<file path="src/rtl/csram_loader.sv">
// csram_loader: packs a valid/ready byte stream into WIDTH-bit neuron words and
// writes them to the CSRAM at consecutive addresses, from start_address up to
// the last neuron.
//
// Ports:
//   clk, rst             clock and asynchronous active-high reset
//   start                one-cycle pulse that begins or restarts a load
//   start_address        first neuron address, sampled with start
//   byte_in, byte_valid  incoming configuration byte and its valid flag
//   byte_ready           loader takes a byte this cycle
//   csram_wen            one-cycle CSRAM write strobe
//   csram_address        CSRAM write address
//   csram_data           CSRAM write data
//   busy                 a load is in progress
//   done                 last word written; held until the next start
module csram_loader #(
   parameter int unsigned NUM_NEURONS = 256,
   parameter int unsigned WIDTH       = 367
) (
   input  logic                           clk,
   input  logic                           rst,
   input  logic                           start,
   input  logic [$clog2(NUM_NEURONS)-1:0] start_address,
   input  logic [7:0]                     byte_in,
   input  logic                           byte_valid,
   output logic                           byte_ready,
   output logic                           csram_wen,
   output logic [$clog2(NUM_NEURONS)-1:0] csram_address,
   output logic [WIDTH-1:0]               csram_data,
   output logic                           busy,
   output logic                           done
);

   localparam int unsigned NUM_BYTES = (WIDTH + 7) / 8;
   localparam int unsigned AW        = $clog2(NUM_NEURONS);
   localparam int unsigned CW        = $clog2(NUM_BYTES);
   // The partial register holds every byte of a word except the final one.
   localparam int unsigned PW        = (NUM_BYTES - 1) * 8;

   typedef enum logic [1:0] {IDLE, COLLECT, WRITE, DONE} state_t;

   state_t          state_q, state_d;
   logic [AW-1:0]   addr_q, addr_d;
   logic [CW-1:0]   cnt_q, cnt_d;
   logic [PW-1:0]   part_q, part_d;
   logic [PW+7:0]   full_c;
   logic            accept_c, last_byte_c, last_addr_c, start_ok_c;
   logic            byte_ready_d, csram_wen_d, busy_d, done_d;
   logic [AW-1:0]   csram_address_d;
   logic [WIDTH-1:0] csram_data_d;

   // Bytes enter at the top and shift down, so byte k ends at bits [8k+7:8k].
   assign full_c      = {byte_in, part_q};
   // byte_ready is registered, so a coincident start masks the handshake here.
   assign accept_c    = byte_valid & byte_ready & ~start;
   assign last_byte_c = accept_c & (cnt_q == CW'(NUM_BYTES - 1));
   assign last_addr_c = (addr_q == AW'(NUM_NEURONS - 1));
   assign start_ok_c  = (32'(start_address) < NUM_NEURONS);

   // State register
   always_ff @(posedge clk or posedge rst) begin
      if (rst) state_q <= IDLE;
      else     state_q <= state_d;
   end

   // Next-state logic; start overrides every state
   always_comb begin
      state_d = state_q;
      if (start) begin
         state_d = start_ok_c ? COLLECT : DONE;
      end else begin
         case (state_q)
            COLLECT: if (last_byte_c) state_d = WRITE;
            WRITE:   state_d = last_addr_c ? DONE : COLLECT;
            default: state_d = state_q;
         endcase
      end
   end

   // Next values for datapath registers and registered outputs
   always_comb begin
      addr_d          = addr_q;
      cnt_d           = cnt_q;
      part_d          = part_q;
      byte_ready_d    = (state_d == COLLECT);
      csram_wen_d     = (state_d == WRITE);
      busy_d          = (state_d == COLLECT) || (state_d == WRITE);
      done_d          = (state_d == DONE);
      csram_address_d = csram_address;
      csram_data_d    = csram_data;
      if (start) begin
         if (start_ok_c) addr_d = start_address;
         cnt_d  = '0;
         part_d = '0;
      end else begin
         case (state_q)
            COLLECT: begin
               if (accept_c) begin
                  part_d = full_c[PW+7:8];
                  cnt_d  = last_byte_c ? '0 : cnt_q + CW'(1);
               end
            end
            WRITE: begin
               if (!last_addr_c) addr_d = addr_q + AW'(1);
               cnt_d = '0;
            end
            default: ;
         endcase
      end
      // Data and address move only when a word completes.
      if (csram_wen_d) begin
         csram_address_d = addr_q;
         csram_data_d    = full_c[WIDTH-1:0];
      end
   end

   // Datapath and output registers
   always_ff @(posedge clk or posedge rst) begin
      if (rst) begin
         addr_q        <= '0;
         cnt_q         <= '0;
         part_q        <= '0;
         byte_ready    <= 1'b0;
         csram_wen     <= 1'b0;
         csram_address <= '0;
         csram_data    <= '0;
         busy          <= 1'b0;
         done          <= 1'b0;
      end else begin
         addr_q        <= addr_d;
         cnt_q         <= cnt_d;
         part_q        <= part_d;
         byte_ready    <= byte_ready_d;
         csram_wen     <= csram_wen_d;
         csram_address <= csram_address_d;
         csram_data    <= csram_data_d;
         busy          <= busy_d;
         done          <= done_d;
      end
   end

endmodule

</file>
<file path="config.mk">
export PLATFORM = sky130hd
export DESIGN_NAME = csram_loader
export DESIGN_NICKNAME = d
export VERILOG_FILES = /design/src/rtl/csram_loader.sv
export SDC_FILE = /design/constraint.sdc
export NUM_CORES = 2
export LEC_CHECK = 0
export BUFFER_PORTS_ARGS = -buffer_cell sky130_fd_sc_hd__clkbuf_2
export CORE_UTILIZATION = 30
export DETAILED_ROUTE_END_ITERATION = 12
export PLACE_DENSITY = 0.47
export SLEW_MARGIN = 20
export SYNTH_ARGS = -nofsm -noshare
export SYNTH_HDL_FRONTEND = slang
export SYNTH_SLANG_ARGS = --single-unit
</file>
<file path="constraint.sdc">
create_clock -name clk -period 44.7 [get_ports clk]
set_input_delay 2.235 -clock clk [delete_from_list [all_inputs] [get_ports clk]]
set_output_delay 2.235 -clock clk [all_outputs]
set_load 0.02 [all_outputs]
</file>
==> results.txt <==
- The number of nets handed over by synthesis was 2,501.
* Die Area: 0.0980 mm^2
- CTS built an H-tree with a depth of 3.
* Register-to-register setup slack: 39.92 ns
- In the final layout, flip-flops and latches occupy 0.0189 mm^2.
- Worst path required time: 45.20 ns
- DIE HEIGHT: 313 um
* TritonCTS clock tree: done
- OpenSTA, run right after detailed placement, puts the worst setup slack at 37.89 ns.
- Final setup margin: 38.62 ns
- Number of fillers in the final layout: 9,496
- The clock reaches the later pin of the worst-skew pair after 0.64 ns.
- The endpoint identified for the worst register-to-register timing path is csram_data[155].
* Area taken by multi-input logic gates: 0.00938 mm^2
* First-pass GRT wire length: 120,000 um
* Row count: 113
- Buffers inserted during clock tree synthesis total 85.
- The clock drives 755 sinks.
* CP startpoint kind: input pin
- Data arrival time of the critical path: 6.57 ns
* Skew final: 0.0252 ns
- Post-route ant nets: 0
- Depth of the worst register-to-register path: 9
* Final Setup Violations: 0
- The initial antenna violation count came to 0.
- Last element of the critical path: csram_data[155]
* Post-CTS setup-driven buffer insertion count: 0
* Flop and latch count out of synthesis: 755
- In this run the standard cell core region covers 0.0954 mm^2.
* Areal power density over the cells: 41.1 mW/mm^2
* Run status: complete, no violations
- Final-layout worst hold slack: 0.501 ns
* Chip Width: 313 um
* Diodes inserted: 0
- After layout, the worst path uses 13.6% of the clock period.
- Clock Root Buffer: sky130_fd_sc_hd__clkbuf_16
* All-Layer GR Usage: 15.4%
- Detailed routing inserted a total of 19,307 vias.
- Using the TritonRoute via totals, the vias-per-cell ratio works out to 4.67.
- A synthesized cell averages 11.7 um^2.
- 1st-iter DRT viols: 1,346
- The initial utilization of the core area, before any placement, comes to 30.4%.
- The synthesized netlist occupies a cell area of 0.0290 mm^2.
* Crit path launch: start
* Top-level I/O count: 399
* Clock period minus final worst setup slack: 6.08 ns
- CTS max path bufs: 3
- Entering global routing, the biggest net connects 190 pins.
- Max-cap violations: 0
- Clk pin slew, worst setup/hold paths: 0.05 ns
* Max-slew violation count: 0
- Dividing the detail-routed wire length by the instance count gives 18.3 um.
- The number of global-route vias before repair was 19,902.
- Final weighted congestion in routability-driven placement: 0.764
- CTS-repair resized insts: 0
- Number of hold buffers added after cts: 0
- Transition time at the pin with the least slew margin: 1.27 ns
* Share of cells above drive strength 1: 32.2%
- Worst slew margin relative to its limit: 15.0%
- The routed design has 75,600 um of wire.
- Counting every instance in the synthesized netlist gives 2,474.
- Of the synthesized area, sequential elements account for 65.1%.
* Path type of the worst min-delay path: flip-flop to flip-flop
- Fmax: 0.165 GHz
- Pleak: 16.8 nW
- Beginning of the worst register-to-register path: state_q[0]
- Unrepaired setup endpoints after global routing: no
- During placement, the flow inserted port buffers numbering 398.
- The hold violation count in the final report is 0.
- IR analysis of the VDD net gives a maximum drop of 0.0292 mV.
- The net count of the finished layout is 2,844.
- Compared with the post-synthesis result, the final layout area differs by 20.5%.
- Along the worst path, the maximum fanout reaches 178.
* Number of distinct library cell variants in the gate-level netlist after synthesis: 36
- The worst setup path is of the input pin to flip-flop kind.
- Number of remaining DRC errors: 0
- The first detailed-routing pass took 5 iterations.
- Synthesis Warnings: 0
- Crit. End Element: flip-flop
- Setup TNS: 0 ns
* Overflow left after global routing: 0
- Detailed placement finished with a half-perimeter wire length of 47,000 um.
## final cells by class
| cell class | count | share of cell area [%] |
|---|---|---|
| clock buffer | 122 | 7.12 |
| clock inverter | 20 | 1.01 |
| inverter | 9 | 0.118 |
| multi-input combinational | 1545 | 26.8 |
| sequential | 755 | 54.0 |
| tap | 1265 | 4.53 |
| timing repair buffer | 421 | 6.38 |
## through the flow
stage	power (mW)	utilization, %	std cells	instance area [um^2]
global route	1.50	36.6	4137	35000
detailed placement	0.738	33.6	3994	32100
CTS	1.47	36.6	4136	34900
finish	1.44	36.6	4137	35000
global placement	0.738	33.6	3994	32100
floorplan	0.726	-	2474	29000
## layout by cell type (no fill, tap or decap), types with 10 or more instances in the layout
cell type,synthesis,final
sky130_fd_sc_hd__bufinv_16,0,10
sky130_fd_sc_hd__clkbuf_2,0,397
sky130_fd_sc_hd__buf_4,35,19
sky130_fd_sc_hd__nand2_1,733,733
sky130_fd_sc_hd__a21oi_1,362,362
sky130_fd_sc_hd__dfrtp_1,755,755
sky130_fd_sc_hd__mux2_2,377,377
sky130_fd_sc_hd__clkbuf_1,120,19
sky130_fd_sc_hd__clkbuf_16,0,89
sky130_fd_sc_hd__clkbuf_8,0,14
## per-layer routing
layer	vias to the layer above	routed length (um)	global-route usage (%)	part of all wire (%)
met4	0	1840	5.18	2.4
met5	-	0	0	0
met3	92	4390	4.09	5.8
li1	8933	-	-	-
met2	406	36100	24.6	48
met1	9876	33300	20.4	44
## synthesized netlist by cell type
master,n,area (um^2)
sky130_fd_sc_hd__or4_1,1,7.51
sky130_fd_sc_hd__ha_1,7,87.6
sky130_fd_sc_hd__buf_2,6,30.0
sky130_fd_sc_hd__and4_1,2,17.5
sky130_fd_sc_hd__a2111o_1,1,11.3
sky130_fd_sc_hd__buf_4,35,263
sky130_fd_sc_hd__nand3_1,3,15.0
sky130_fd_sc_hd__a41oi_1,1,8.76
sky130_fd_sc_hd__mux2_2,377,4250
sky130_fd_sc_hd__nand3b_1,1,7.51
sky130_fd_sc_hd__inv_1,8,30.0
sky130_fd_sc_hd__clkinv_1,1,3.75
sky130_fd_sc_hd__xor2_1,5,43.8
sky130_fd_sc_hd__a311oi_1,1,8.76
sky130_fd_sc_hd__a31oi_1,3,18.8
sky130_fd_sc_hd__and3_1,3,18.8
sky130_fd_sc_hd__nand4_1,4,25.0
sky130_fd_sc_hd__and2_1,4,25.0
sky130_fd_sc_hd__mux2i_1,3,30.0
sky130_fd_sc_hd__nor4bb_1,1,10.0
sky130_fd_sc_hd__o311ai_0,3,26.3
sky130_fd_sc_hd__o31ai_1,4,30.0
sky130_fd_sc_hd__nand2_1,733,2750
sky130_fd_sc_hd__nor4_1,2,12.5
sky130_fd_sc_hd__o211ai_1,1,7.51
sky130_fd_sc_hd__a21oi_1,362,1810
sky130_fd_sc_hd__nand2b_1,1,6.26
sky130_fd_sc_hd__o21ai_0,6,30.0
sky130_fd_sc_hd__a311oi_2,1,15.0
sky130_fd_sc_hd__clkbuf_1,120,450
sky130_fd_sc_hd__nor3_1,2,10.0
sky130_fd_sc_hd__nor2_1,9,33.8
sky130_fd_sc_hd__xnor2_1,3,26.3
sky130_fd_sc_hd__dfrtp_1,755,18900
sky130_fd_sc_hd__buf_1,4,15.0
sky130_fd_sc_hd__nor2b_1,1,6.26
## cells by family (layout without fill, tap and decap cells)
group / count (synthesis) / count (layout) / synth area share (%)
muxes: 380 / 380 / 14.7
adders and majority gates: 7 / 7 / 0.302
and+or+nand+nor: 767 / 767 / 10.1
AOI/OAI and AO/OA: 383 / 383 / 6.78
buffers and inverters: 174 / 572 / 2.73
xor gates and xnor gates: 8 / 8 / 0.241
DFF: 755 / 755 / 65.1
## worst min path at each step
stage / startpoint / to / slack [ns] / cells past startpoint
6_report: part_q[6] / csram_data[6] / 0.50 / 1
5_1_grt: csram_data[92] / csram_data[92] / 0.52 / 1
4_1_cts: part_q[6] / csram_data[6] / 0.50 / 1
3_5_place_dp: part_q[6] / csram_data[6] / 0.49 / 1
3_3_place_gp: csram_data[363] / csram_data[363] / 0.49 / 1
2_1_floorplan: part_q[0] / csram_data[0] / 0.48 / 1
## power by group
part	internal (mW)	switching (mW)	total, mW
sequential	0.685	0.00207	0.687
clock	0.441	0.273	0.714
combinational	0.00418	0.0330	0.0372
total	1.13	0.308	1.44
## critical path: stages
cell                       delay [ns]
sky130_fd_sc_hd__buf_8           0.23
sky130_fd_sc_hd__nor4bb_1        0.56
sky130_fd_sc_hd__nand4_1         0.27
sky130_fd_sc_hd__a311oi_4        0.30
sky130_fd_sc_hd__buf_12          0.59
sky130_fd_sc_hd__buf_4           0.87
sky130_fd_sc_hd__buf_4           0.78
sky130_fd_sc_hd__mux2_2          0.42
## flip-flops by register name, indices dropped and copies added (netlist names)
| signal | count |
|---|---|
| addr_q | 8 |
| busy | 1 |
| byte_ready | 1 |
| cnt_q | 6 |
| csram_address | 8 |
| csram_data | 367 |
| csram_wen | 1 |
| done | 1 |
| part_q | 360 |
| state_q | 2 |
Power figures use the tool's default switching activity.
